<file path="src/rtl/tc_pkg.sv">
`default_nettype none
// ============================================================================
//  Package   : tc_pkg
//  Brief     : Shared definitions for timer_counter: register offsets, CTRL
//              bit positions, MODE codes and FSM state encoding.
//  Revision  : 1.0 - initial release
// ============================================================================
package tc_pkg;

  // Register select codes, taken from addr[3:2]
  localparam logic [1:0] REG_CTRL   = 2'd0;
  localparam logic [1:0] REG_PRESET = 2'd1;
  localparam logic [1:0] REG_COUNT  = 2'd2;
  localparam logic [1:0] REG_RSVD   = 2'd3;

  // CTRL bit positions; bits above CTRL_BITS-1 do not exist and read 0
  localparam int CTRL_EN       = 0;
  localparam int CTRL_MODE_LSB = 1;
  localparam int CTRL_MODE_MSB = 2;
  localparam int CTRL_IM       = 3;
  localparam int CTRL_BITS     = 4;

  // MODE codes; the two remaining codes act as one-shot
  localparam logic [1:0] MODE_ONESHOT = 2'd0;
  localparam logic [1:0] MODE_RELOAD  = 2'd1;

  // Counter sequencing states
  typedef enum logic [1:0] {
    ST_IDLE = 2'd0,
    ST_LOAD = 2'd1,
    ST_CNT  = 2'd2,
    ST_INT  = 2'd3
  } state_t;

endpackage
`default_nettype wire

</file>
<file path="src/rtl/timer_counter.sv">
`default_nettype none
// ============================================================================
//  Module    : timer_counter
//  Brief     : Memory-mapped programmable down-counter (CTRL/PRESET/COUNT)
//              producing the CPU interrupt request, one-shot or auto-reload.
//  Config    : TC_MODE1_EN - when defined, MODE=1 auto-reloads; otherwise
//              every MODE value behaves as one-shot (MODE still read back).
//  Revision  : 1.0 - initial release
// ============================================================================
module timer_counter
  import tc_pkg::*;
#(
  parameter int WIDTH = 32
) (
  input  logic        clk,
  input  logic        reset,
  input  logic [31:0] addr,
  input  logic        we,
  input  logic [31:0] wdata,
  output logic [31:0] rdata,
  output logic        irq
);

  state_t               state;
  state_t               state_next;
  logic [CTRL_BITS-1:0] ctrl;
  logic [WIDTH-1:0]     preset;
  logic [WIDTH-1:0]     count;
  logic [WIDTH-1:0]     count_next;
  logic                 irq_flag;
  logic                 flag_set;
  logic                 flag_hw_clr;
  logic                 en_hw_clr;
  logic                 reload;
  logic [1:0]           reg_sel;
  logic                 ctrl_wr;
  logic                 preset_wr;

  // Only the word select bits take part in decoding
  logic unused_addr;
  assign unused_addr = ^{addr[31:4], addr[1:0]};

  assign reg_sel   = addr[3:2];
  assign ctrl_wr   = we && (reg_sel == REG_CTRL);
  assign preset_wr = we && (reg_sel == REG_PRESET);

`ifdef TC_MODE1_EN
  assign reload = (ctrl[CTRL_MODE_MSB:CTRL_MODE_LSB] == MODE_RELOAD);
`else
  assign reload = 1'b0;
`endif

  // State register
  always_ff @(posedge clk) begin
    if (reset) state <= ST_IDLE;
    else       state <= state_next;
  end

  // Next-state and counter/flag control decisions
  always_comb begin
    state_next  = state;
    count_next  = count;
    flag_set    = 1'b0;
    flag_hw_clr = 1'b0;
    en_hw_clr   = 1'b0;
    case (state)
      ST_IDLE: begin
        if (ctrl[CTRL_EN]) state_next = ST_LOAD;
      end
      ST_LOAD: begin
        count_next = preset;
        state_next = ST_CNT;
      end
      ST_CNT: begin
        if (!ctrl[CTRL_EN]) begin
          state_next = ST_IDLE;
        end else if (count > WIDTH'(1)) begin
          count_next = count - WIDTH'(1);
        end else begin
          // Terminal count covers PRESET=0 too, so COUNT never wraps
          count_next = '0;
          state_next = ST_INT;
          flag_set   = 1'b1;
        end
      end
      ST_INT: begin
        state_next = ST_IDLE;
        if (reload) flag_hw_clr = 1'b1;
        else        en_hw_clr   = 1'b1;
      end
      default: state_next = ST_IDLE;
    endcase
  end

  // Register file, counter and interrupt flag; CPU CTRL writes beat the
  // hardware EN clear, while a flag set beats the clear caused by a CTRL write
  always_ff @(posedge clk) begin
    if (reset) begin
      ctrl     <= '0;
      preset   <= '0;
      count    <= '0;
      irq_flag <= 1'b0;
    end else begin
      count <= count_next;
      if (preset_wr) preset <= wdata[WIDTH-1:0];
      if (ctrl_wr)        ctrl <= wdata[CTRL_BITS-1:0];
      else if (en_hw_clr) ctrl[CTRL_EN] <= 1'b0;
      if (flag_set)                      irq_flag <= 1'b1;
      else if (ctrl_wr || flag_hw_clr)   irq_flag <= 1'b0;
    end
  end

  // Zero-latency register read; reserved slot reads 0
  always_comb begin
    rdata = '0;
    case (reg_sel)
      REG_CTRL:   rdata = 32'(ctrl);
      REG_PRESET: rdata = 32'(preset);
      REG_COUNT:  rdata = 32'(count);
      default:    rdata = '0;
    endcase
  end

  assign irq = ctrl[CTRL_IM] & irq_flag;

endmodule
`default_nettype wire

</file>
<file path="config.mk">
export PLATFORM = sky130hd
export DESIGN_NAME = timer_counter
export DESIGN_NICKNAME = d
export VERILOG_FILES = /design/src/rtl/tc_pkg.sv /design/src/rtl/timer_counter.sv
export SDC_FILE = /design/constraint.sdc
export NUM_CORES = 1
export LEC_CHECK = 0
export CAP_MARGIN = 0
export CORE_ASPECT_RATIO = 2
export CORE_MARGIN = 1.5
export CORE_UTILIZATION = 54
export DETAILED_ROUTE_END_ITERATION = 12
export PLACE_DENSITY = 0.92
export SETUP_SLACK_MARGIN = 0.4
export SLEW_MARGIN = 10
export SYNTH_ARGS = -nofsm -noshare
export SYNTH_HDL_FRONTEND = slang
export SYNTH_SLANG_ARGS = --single-unit
</file>
<file path="constraint.sdc">
create_clock -name clk -period 6.45 [get_ports clk]
set_clock_uncertainty 0.1 [all_clocks]
set_input_delay 1.935 -clock clk [delete_from_list [all_inputs] [get_ports clk]]
set_output_delay 1.935 -clock clk [all_outputs]
set_load 0.03 [all_outputs]
</file>
==> flow_summary.toml <==
[synth]
syn_nets = 618
synth_top_area_share_pct = 34.2
yosys_warnings = 0
async_flop_share_pct = 0
ys_top_cells_by_area = "dfxtp_1, nand2_1, a21oi_1"
synthFlopType = "dfxtp_1"
netlist_area_um2 = 4150
synth_largest_area_cell = "dfxtp_1"
synth_cells = 549
netlist_top_cells_count = "nand2_1, dfxtp_1, a21oi_1, o21ai_0, clkbuf_1"
syn_area_per_cell_um2 = 7.56
ys_types = 48
synth_edf_count = 0
ys_seq_elements = 71
synth_sequential_area_ratio_pct = 34.2
yosysMostFrequentCell = "nand2_1"

[placement]
dp_hpwl_mm = 7.79
dpl-instance-area_um2 = 4710
port-buffer-count = 69
routabilityCongestion = 0.919

[timing]
finalSetupTns_ns = 0
relSlewSlack_pct = 19.1
drv_slew = 0
setup_viol = 0
finalHoldViolCount = 0
final.min_clock_period_ns = 5.96
worstMarginPinSlew_ns = 1.21
grt_setup_unrepaired = "false"
max_freq_mhz = 168
period_share_pct = 92.4

[critical_path]
r2r_start = "count[0]"
reg2reg_to = "count[29]"
worstSetupPathType = "in -> out"
end_kind = "primary output"
rrSetupSlack_ns = 3.60
start_kind = "input pin"
arrival_ns = 3.93
worstPathRequired_ns = 4.41
ff2ff_path_depth = 5
cp_max_fo = 12

[global_route]
grt_start_max_net_pins = 72
grt_first_pass_wirelength_mm = 19.4
grt_overflow = 0
grt_pass1_vias = 4271
grt_use_total_pct = 29.9
antenna_found_initial = 0

[power_and_ir_drop]
clkPwrFrac_pct = 41.5
switching_share_pct = 28.8
internal_power_uw = 791
power_density_nw_per_um2 = 222
combPwrFrac_pct = 16.6
p_sw_uw = 319
leakage_uw = 0.00180
seqPwrFrac_pct = 41.9
max-vdd-ir-drop_v = 0.000215

[clock_tree]
clock-sinks = 71
clkSlewWorstSetupHoldPaths_ns = 0.05
post-cts-setup-buffers = 0
htreeDepth = 3
clockBufferDepth = 2
clockRootBuffer = "clkbuf_16"
cts_tree = "done"
cts_buffers = 9
clk_latency_ns = 0.35
cts_hold_buf = 0

[finish]
drive_above_1_share_pct = 12.0
area_growth_pct = 20.5
diodes = 0
nets = 655
finish.instance_area_um2 = 5000

[floorplanning]
die-area_um2 = 8250
die_y_um = 127
core-area_um2 = 7540
initial_utilization_pct = 55.0
fp.dieW_um = 65.0
io_pins = 100
num_rows = 45

[route]
viasPerCell = 6.51
vias = 4456
firstDrtPassIters = 5
ant_nets = 0
drcViolationCount = 0
wl_mm = 12.1
wl_per_cell_um = 17.7
drt_iter0_markers = 437

[status]
status = "complete, no violations"

[worst_hold_path]
hp-start = "ctrl[2]"
hold_class = "reg -> reg"
hold_end = "ctrl[2]"
whs_path_depth = 2

[flow_run]
maxCapViolCount = 0
==> layout make-up <==
cell class / count / area [µm²]
Fill cell: 660 / 2540
Multi-Input combinational cell: 417 / 2460
Sequential cell: 71 / 1420
Timing Repair Buffer: 78 / 693
Clock buffer: 10 / 239
Tap cell: 94 / 118
Clock inverter: 6 / 36.3
Inverter: 9 / 33.8
==> worst max path at each step <==
stage | from | slack (ns) | depth (start not counted) | end
2_1_floorplan | addr[3] | 1.14 | 5 | rdata[10]
3_3_place_gp | addr[2] | 0.42 | 5 | rdata[0]
3_5_place_dp | addr[2] | 0.40 | 5 | rdata[0]
4_1_cts | addr[3] | 0.48 | 4 | rdata[9]
5_1_grt | addr[2] | 0.43 | 5 | rdata[0]
6_report | addr[2] | 0.49 | 5 | rdata[3]
==> flip-flops by register name, indices dropped and copies added, names as in the netlist <==
register and count:
ctrl 4, irq_flag 1, state 2, preset 32, count 32
==> routing by layer <==
layer | up-vias | share of wire, % | GRT usage, %
li1 | 2081 | - | -
met1 | 2074 | 37 | 32.5
met2 | 245 | 52 | 51.1
met3 | 56 | 7.4 | 6.43
met4 | 0 | 4.3 | 19.3
met5 | - | 0 | 0
==> worst max-delay path: stages <==
cell	delay, ns
clkdlybuf4s50_1	0.63
nor2b_4	0.41
nand2_1	0.10
o21ai_0	0.13
clkdlybuf4s50_1	0.72
==> placed cells by master, fill, tap and decap left out, types with 6 or more instances in the layout <==
master and instances:
clkbuf_16 9, clkdlybuf4s50_1 44, nand4_1 6, nor2_1 30, a221oi_1 8, o21ai_0 48
nand3_1 7, inv_1 9, dfxtp_1 71, nand2_1 111, buf_4 33, a21oi_1 54
nor4_1 13, o21ai_1 6, nor4_2 7, a22o_1 28, a211oi_1 28, o31a_1 7
==> cell families (layout without fill, tap and decap cells) <==
logic type	count (synthesis)	in the layout	share of synthesized area (%)
AOI/OAI and AO/OA	199	199	31.4
xor gates and xnor gates	2	2	0.422
adders and majority gates	2	2	0.603
buffers and inverters	61	103	6.87
DFF	71	71	34.2
muxes	4	4	0.965
and+or+nand+nor	210	210	25.5
==> metrics by stage <==
step           setup WS, ns  hold WS (ns)  instances  utilization, %  total power (µW)
2_1_floorplan          1.14         0.336        549               -               598
3_3_place_gp          0.417         0.344        669            62.5               646
3_5_place_dp          0.400         0.356        669            62.5               652
4_1_cts               0.478         0.364        685            66.2              1100
5_1_grt               0.434         0.378        685            66.3              1150
6_report              0.488         0.360        685            66.3              1110
==> repair_timing <==
item | in CTS | in global routing
pin swaps | 0 | 0
gates resized for setup | 1 | 1
gates cloned | 0 | 0
setup endpoints to repair | 1 | 3
==> power by group through the flow <==
stage               registers [µW]  clock network [µW]  logic (µW)
floorplan                      467                   0         130
global placement               473                   0         173
finish                         465                 461         184
detailed placement             474                   0         178
global route                   467                 485         199
CTS                            464                 461         179
(Power assumes the default switching activity.)
